--- config.mk ---
export PLATFORM = sky130hd
export DESIGN_NAME = vedic_dot_accumulator
export DESIGN_NICKNAME = d
export VERILOG_FILES = /design/src/rtl/vedic_dot_accumulator.sv
export SDC_FILE = /design/constraint.sdc
export NUM_CORES = 1
export LEC_CHECK = 0
export ABC_AREA = 1
export CELL_PAD_IN_SITES_DETAIL_PLACEMENT = 1
export CELL_PAD_IN_SITES_GLOBAL_PLACEMENT = 1
export CORE_MARGIN = 2
export CORE_UTILIZATION = 43
export CTS_CLUSTER_DIAMETER = 100
export DETAILED_ROUTE_END_ITERATION = 12
export GPL_TIMING_DRIVEN = 0
export PLACE_DENSITY_LB_ADDON = 0.08
export SLEW_MARGIN = 40
export SYNTH_ARGS = -nofsm -noshare
export SYNTH_HDL_FRONTEND = slang
export SYNTH_SLANG_ARGS = --single-unit
--- constraint.sdc ---
create_clock -name clk -period 2.93 [get_ports clk]
set_input_delay 0.586 -clock clk [delete_from_list [all_inputs] [get_ports clk]]
set_output_delay 0.586 -clock clk [all_outputs]
set_load 0.005 [all_outputs]
--- src/rtl/vedic_dot_accumulator.sv ---
// Accumulates K qualified 32-bit products into one dot-product sum and presents it
// through a one-entry valid/ready output register. Optional: VEDIC_ACC_SATURATE_EN.
module vedic_dot_accumulator #(
  parameter  int K     = 8,
  parameter  int ACC_W = 40,
  localparam int CNT_W = $clog2(K)
) (
  input  logic             clk,
  input  logic             reset,
  input  logic [31:0]      prod,
  input  logic             prod_valid,
  input  logic             clear,
  output logic [ACC_W-1:0] sum_out,
  output logic             sum_valid,
  input  logic             sum_ready,
  output logic [CNT_W-1:0] term_cnt,
  output logic             overrun,
  output logic             ovf
);

  // Output handshake: a sum is transferred when sum_valid && sum_ready at a rising
  // edge; sum_valid never drops without that transfer, and sum_out is stable while held.
  typedef enum logic {
    EMPTY = 1'b0,
    FULL  = 1'b1
  } out_state_e;

  localparam logic [CNT_W-1:0] LAST_TERM = CNT_W'(K - 1);

  out_state_e       state_q;
  logic [ACC_W-1:0] acc_q, acc_d;
  logic [CNT_W-1:0] cnt_q, cnt_d;
  logic [ACC_W-1:0] sum_q;
  logic             overrun_q;

  logic [ACC_W-1:0] prod_ext;
  logic [ACC_W-1:0] add_res;
  logic             is_last;
  logic             complete;

  assign prod_ext = ACC_W'(prod);
  assign is_last  = (cnt_q == LAST_TERM);
  assign complete = prod_valid && !clear && is_last;

`ifdef VEDIC_ACC_SATURATE_EN
  logic [ACC_W:0] add_full;
  logic           add_ovf;
  logic           ovf_q;

  // One extra carry bit detects that the true sum no longer fits.
  assign add_full = {1'b0, acc_q} + {1'b0, prod_ext};
  assign add_ovf  = add_full[ACC_W];
  assign add_res  = add_ovf ? {ACC_W{1'b1}} : add_full[ACC_W-1:0];

  always_ff @(posedge clk or negedge reset) begin
    if (!reset) begin
      ovf_q <= 1'b0;
    end else if (prod_valid && !clear && add_ovf) begin
      ovf_q <= 1'b1;
    end
  end

  assign ovf = ovf_q;
`else
  assign add_res = acc_q + prod_ext;
  assign ovf     = 1'b0;
`endif

  always_comb begin
    acc_d = acc_q;
    cnt_d = cnt_q;
    if (clear) begin
      // A product arriving with clear starts the next dot product as its first term.
      acc_d = prod_valid ? prod_ext : '0;
      cnt_d = prod_valid ? CNT_W'(1) : '0;
    end else if (prod_valid) begin
      if (is_last) begin
        acc_d = '0;
        cnt_d = '0;
      end else begin
        acc_d = add_res;
        cnt_d = cnt_q + CNT_W'(1);
      end
    end
  end

  always_ff @(posedge clk or negedge reset) begin
    if (!reset) begin
      acc_q <= '0;
      cnt_q <= '0;
    end else begin
      acc_q <= acc_d;
      cnt_q <= cnt_d;
    end
  end

  always_ff @(posedge clk or negedge reset) begin
    if (!reset) begin
      state_q   <= EMPTY;
      sum_q     <= '0;
      overrun_q <= 1'b0;
    end else begin
      case (state_q)
        EMPTY: begin
          if (complete) begin
            sum_q   <= add_res;
            state_q <= FULL;
          end
        end
        FULL: begin
          if (complete) begin
            // A pop in the same cycle frees the slot; otherwise the new sum is lost.
            if (sum_ready) begin
              sum_q <= add_res;
            end else begin
              overrun_q <= 1'b1;
            end
          end else if (sum_ready) begin
            state_q <= EMPTY;
          end
        end
        default: state_q <= EMPTY;
      endcase
    end
  end

  assign sum_out   = sum_q;
  assign sum_valid = (state_q == FULL);
  assign term_cnt  = cnt_q;
  assign overrun   = overrun_q;

endmodule

==> impl_metrics.tcl <==
set metrics [dict create \
    status "completed" \
    path_clk_slew_ps 60 \
    dieArea_mm2 0.0154 \
    cp_data_arrival_time_ps 3010 \
    dp_hpwl_mm 15.8 \
    post-place-ws_ps -254 \
    worst_slew_pin_slew_ps 630 \
    antenna_cells 0 \
    ys_seq_area_share_pct 34.2 \
    wl_mm 19.6 \
    grt_pass1_wl_mm 32.7 \
    ioPinCount 83 \
    drt_first_iter_violations 313 \
    numCtsBuffers 9 \
    rows 43 \
    swShare_pct 39.0 \
    start_kind "input port" \
    vias 6286 \
    max_slew_margin_pct 58.0 \
    hold_path.class "input port to asynchronous set/reset pin" \
    portBuffers 81 \
    power_density_mw_per_mm2 540 \
    wl_per_cell_um 15.8 \
    grt_pass1_vias 6488 \
    max_stage_delay_ps 460 \
    antenna_found_initial 0 \
    synth_warnings 0 \
    clockPowerShare_pct 27.5 \
    grt-ovfl-total 0 \
    path_buf_inv 1 \
    layout_common_cells "nand2_1 (424), inv_1 (123), nand3_1 (92)" \
    cts.path.max_buffers 2 \
    p_sw_w 0.00160 \
    grt_usage_pct 25.9 \
    cp.required_ps 3170 \
    max_freq_ghz 0.361 \
    synth.avg_cell_area_um2 6.45 \
    crit_top_cell "nand2_1" \
    period_share_pct 94.6 \
    setup_violations 0 \
    grt_max_degree 53 \
    p_total_w 0.00409 \
    layout-drive-gt1-share_pct 5.65 \
    initial_core_util_pct 44.5 \
    ant_nets 0 \
    p_seq_share_pct 33.3 \
    insertion_delay_ps 350 \
    layout.nets 1130 \
    postCtsHoldBufs 0 \
    clock-root-buffer "clkbuf_16" \
    core_mm2 0.0140 \
    synth_ff_type "dfrtp_1" \
    fin_worst_skew_ps 9.07 \
    post_cts_buffers 0 \
    die_width_um 124 \
    cp_max_fo 4 \
    crit_family "simple AND/OR/NAND/NOR gates" \
    layout_commonest_cell "nand2_1" \
    hold_viol 0 \
    cts_sinks 85 \
    firstDrtPassIters 4 \
    final.fill_count 1881 \
    viasPerCell 5.06 \
    syn_inst 965 \
    gp_congestion 0.932 \
    htreeDepth 3 \
    ir_drop_v 0.000255 \
    drv_slew 0 \
    synth_edf_count 0 \
    crit_type "input port to register" \
    cts_tree "done" \
    ys_ff_latch 85 \
    drv_cap 0 \
    die_h_um 124 \
    ys_types 32 \
    syn2layout_area_growth_pct 21.7 \
    endpoint_kind "register" \
    syn_area_mm2 0.00622 \
    drc 0 \
    cts-resized-gates 0 \
    combPwrFrac_pct 39.2 \
    cpMaxStageDelayCell "fa_1" \
    layout_min_cycle_time_ps 2770 \
    rsz0062_at_grt "false" \
    power.static_leakage_nw 4.23 \
    setup_ws_ps 158 \
    syn_nets 1037 \
    crit_chain "clkdlybuf4s50_1, ha_1, fa_1, nand3_1, nand3_2, nand2_1, nand3_1, nand2_1, nand2_1, nand2_1, nand3b_1, nand3_1, nand2_1" \
    p_int_w 0.00249 \
    synth-async-reset-ratio_pct 100 \
]
layout make-up:
class / instances / area, um2 / area share, %
repair buffers: 82 / 840 / 11.1
clock buffers: 9 / 225 / 2.98
inverters: 127 / 477 / 6.30
flip-flops and latches: 85 / 2130 / 28.1
clock inverters: 6 / 55.1 / 0.727
well taps: 180 / 225 / 2.98
plain buffers: 21 / 97.6 / 1.29
multi-input cells: 732 / 3520 / 46.5
registers in the layout, summed over array words and instances, names as in the netlist:
register and count:
overrun 1, sum_valid 1, sum_out 40, acc_q 40
term_cnt 3
cell usage after synthesis (7+ instances only):
master    count  share of area, %
nand2_2      12               1.2
xor2_1       12               1.7
inv_1       123               7.4
nand2_1     424                26
a21oi_1      27               2.2
dfrtp_1      85                34
clkbuf_1      7              0.42
ha_1         34               6.8
nor2_1       70               4.2
a22o_1       12               1.7
nand3_1      93               7.5
nand3b_1     10               1.2
buf_2        12              0.97
nor3_1        7              0.56
kinds of logic after synthesis:
logic type | Yosys count | share of synthesized area [%]
compound gates | 47 | 4.61
xor+xnor | 15 | 2.11
fa+ha+maj | 35 | 7.16
buf+inv | 148 | 9.23
flops | 85 | 34.2
other cells | 1 | 0.0603
simple gates | 634 | 42.6
power groups by stage:
stage          clock [W]  sequential [W]  combinational (W)
2_1_floorplan          0         0.00136            0.00108
3_3_place_gp           0         0.00137            0.00154
3_5_place_dp           0         0.00138            0.00159
4_1_cts          0.00114         0.00136            0.00160
5_1_grt          0.00119         0.00138            0.00180
6_report         0.00112         0.00136            0.00160
layer usage:
layer	GRT usage (%)	wire length, um	up-vias
met5	0	0	-
met2	41.2	8830	104
met1	37.3	9750	2989
li1	-	-	3177
met4	7.14	257	0
met3	3.35	720	16
worst reg2reg max path, delay by kind of cell, from the launching register on:
kind	cells	cell delay, ps
adders and majority gates	2	430
buffers and inverters	3	900
DFF	1	420
and+or+nand+nor	4	650
stage by stage:
stage	util [%]	TNS, ps	instance area, um2	hold slack [ps]	instances
2_1_floorplan	-	0	6220	290	965
3_3_place_gp	51.9	-162590	7260	461	1226
3_5_place_dp	52.1	-1950	7280	465	1227
4_1_cts	54.1	0	7560	132	1242
5_1_grt	54.1	0	7570	143	1242
6_report	54.1	0	7570	120	1242
worst paths after layout:
kind	from	endpoint	slack [ps]	cells past startpoint
worst max-delay path	prod[0]	sum_out[32]	160	13
worst min-delay path	reset	sum_out[1]	120	1
worst max register to register	term_cnt[0]	acc_q[13]	460	9
worst min register to register	sum_out[28]	sum_out[28]	480	2
max in group asynchronous	reset	sum_out[19]	2220	2
min in group clk	sum_out[28]	sum_out[28]	480	2
Power figures use the tool's default switching activity.
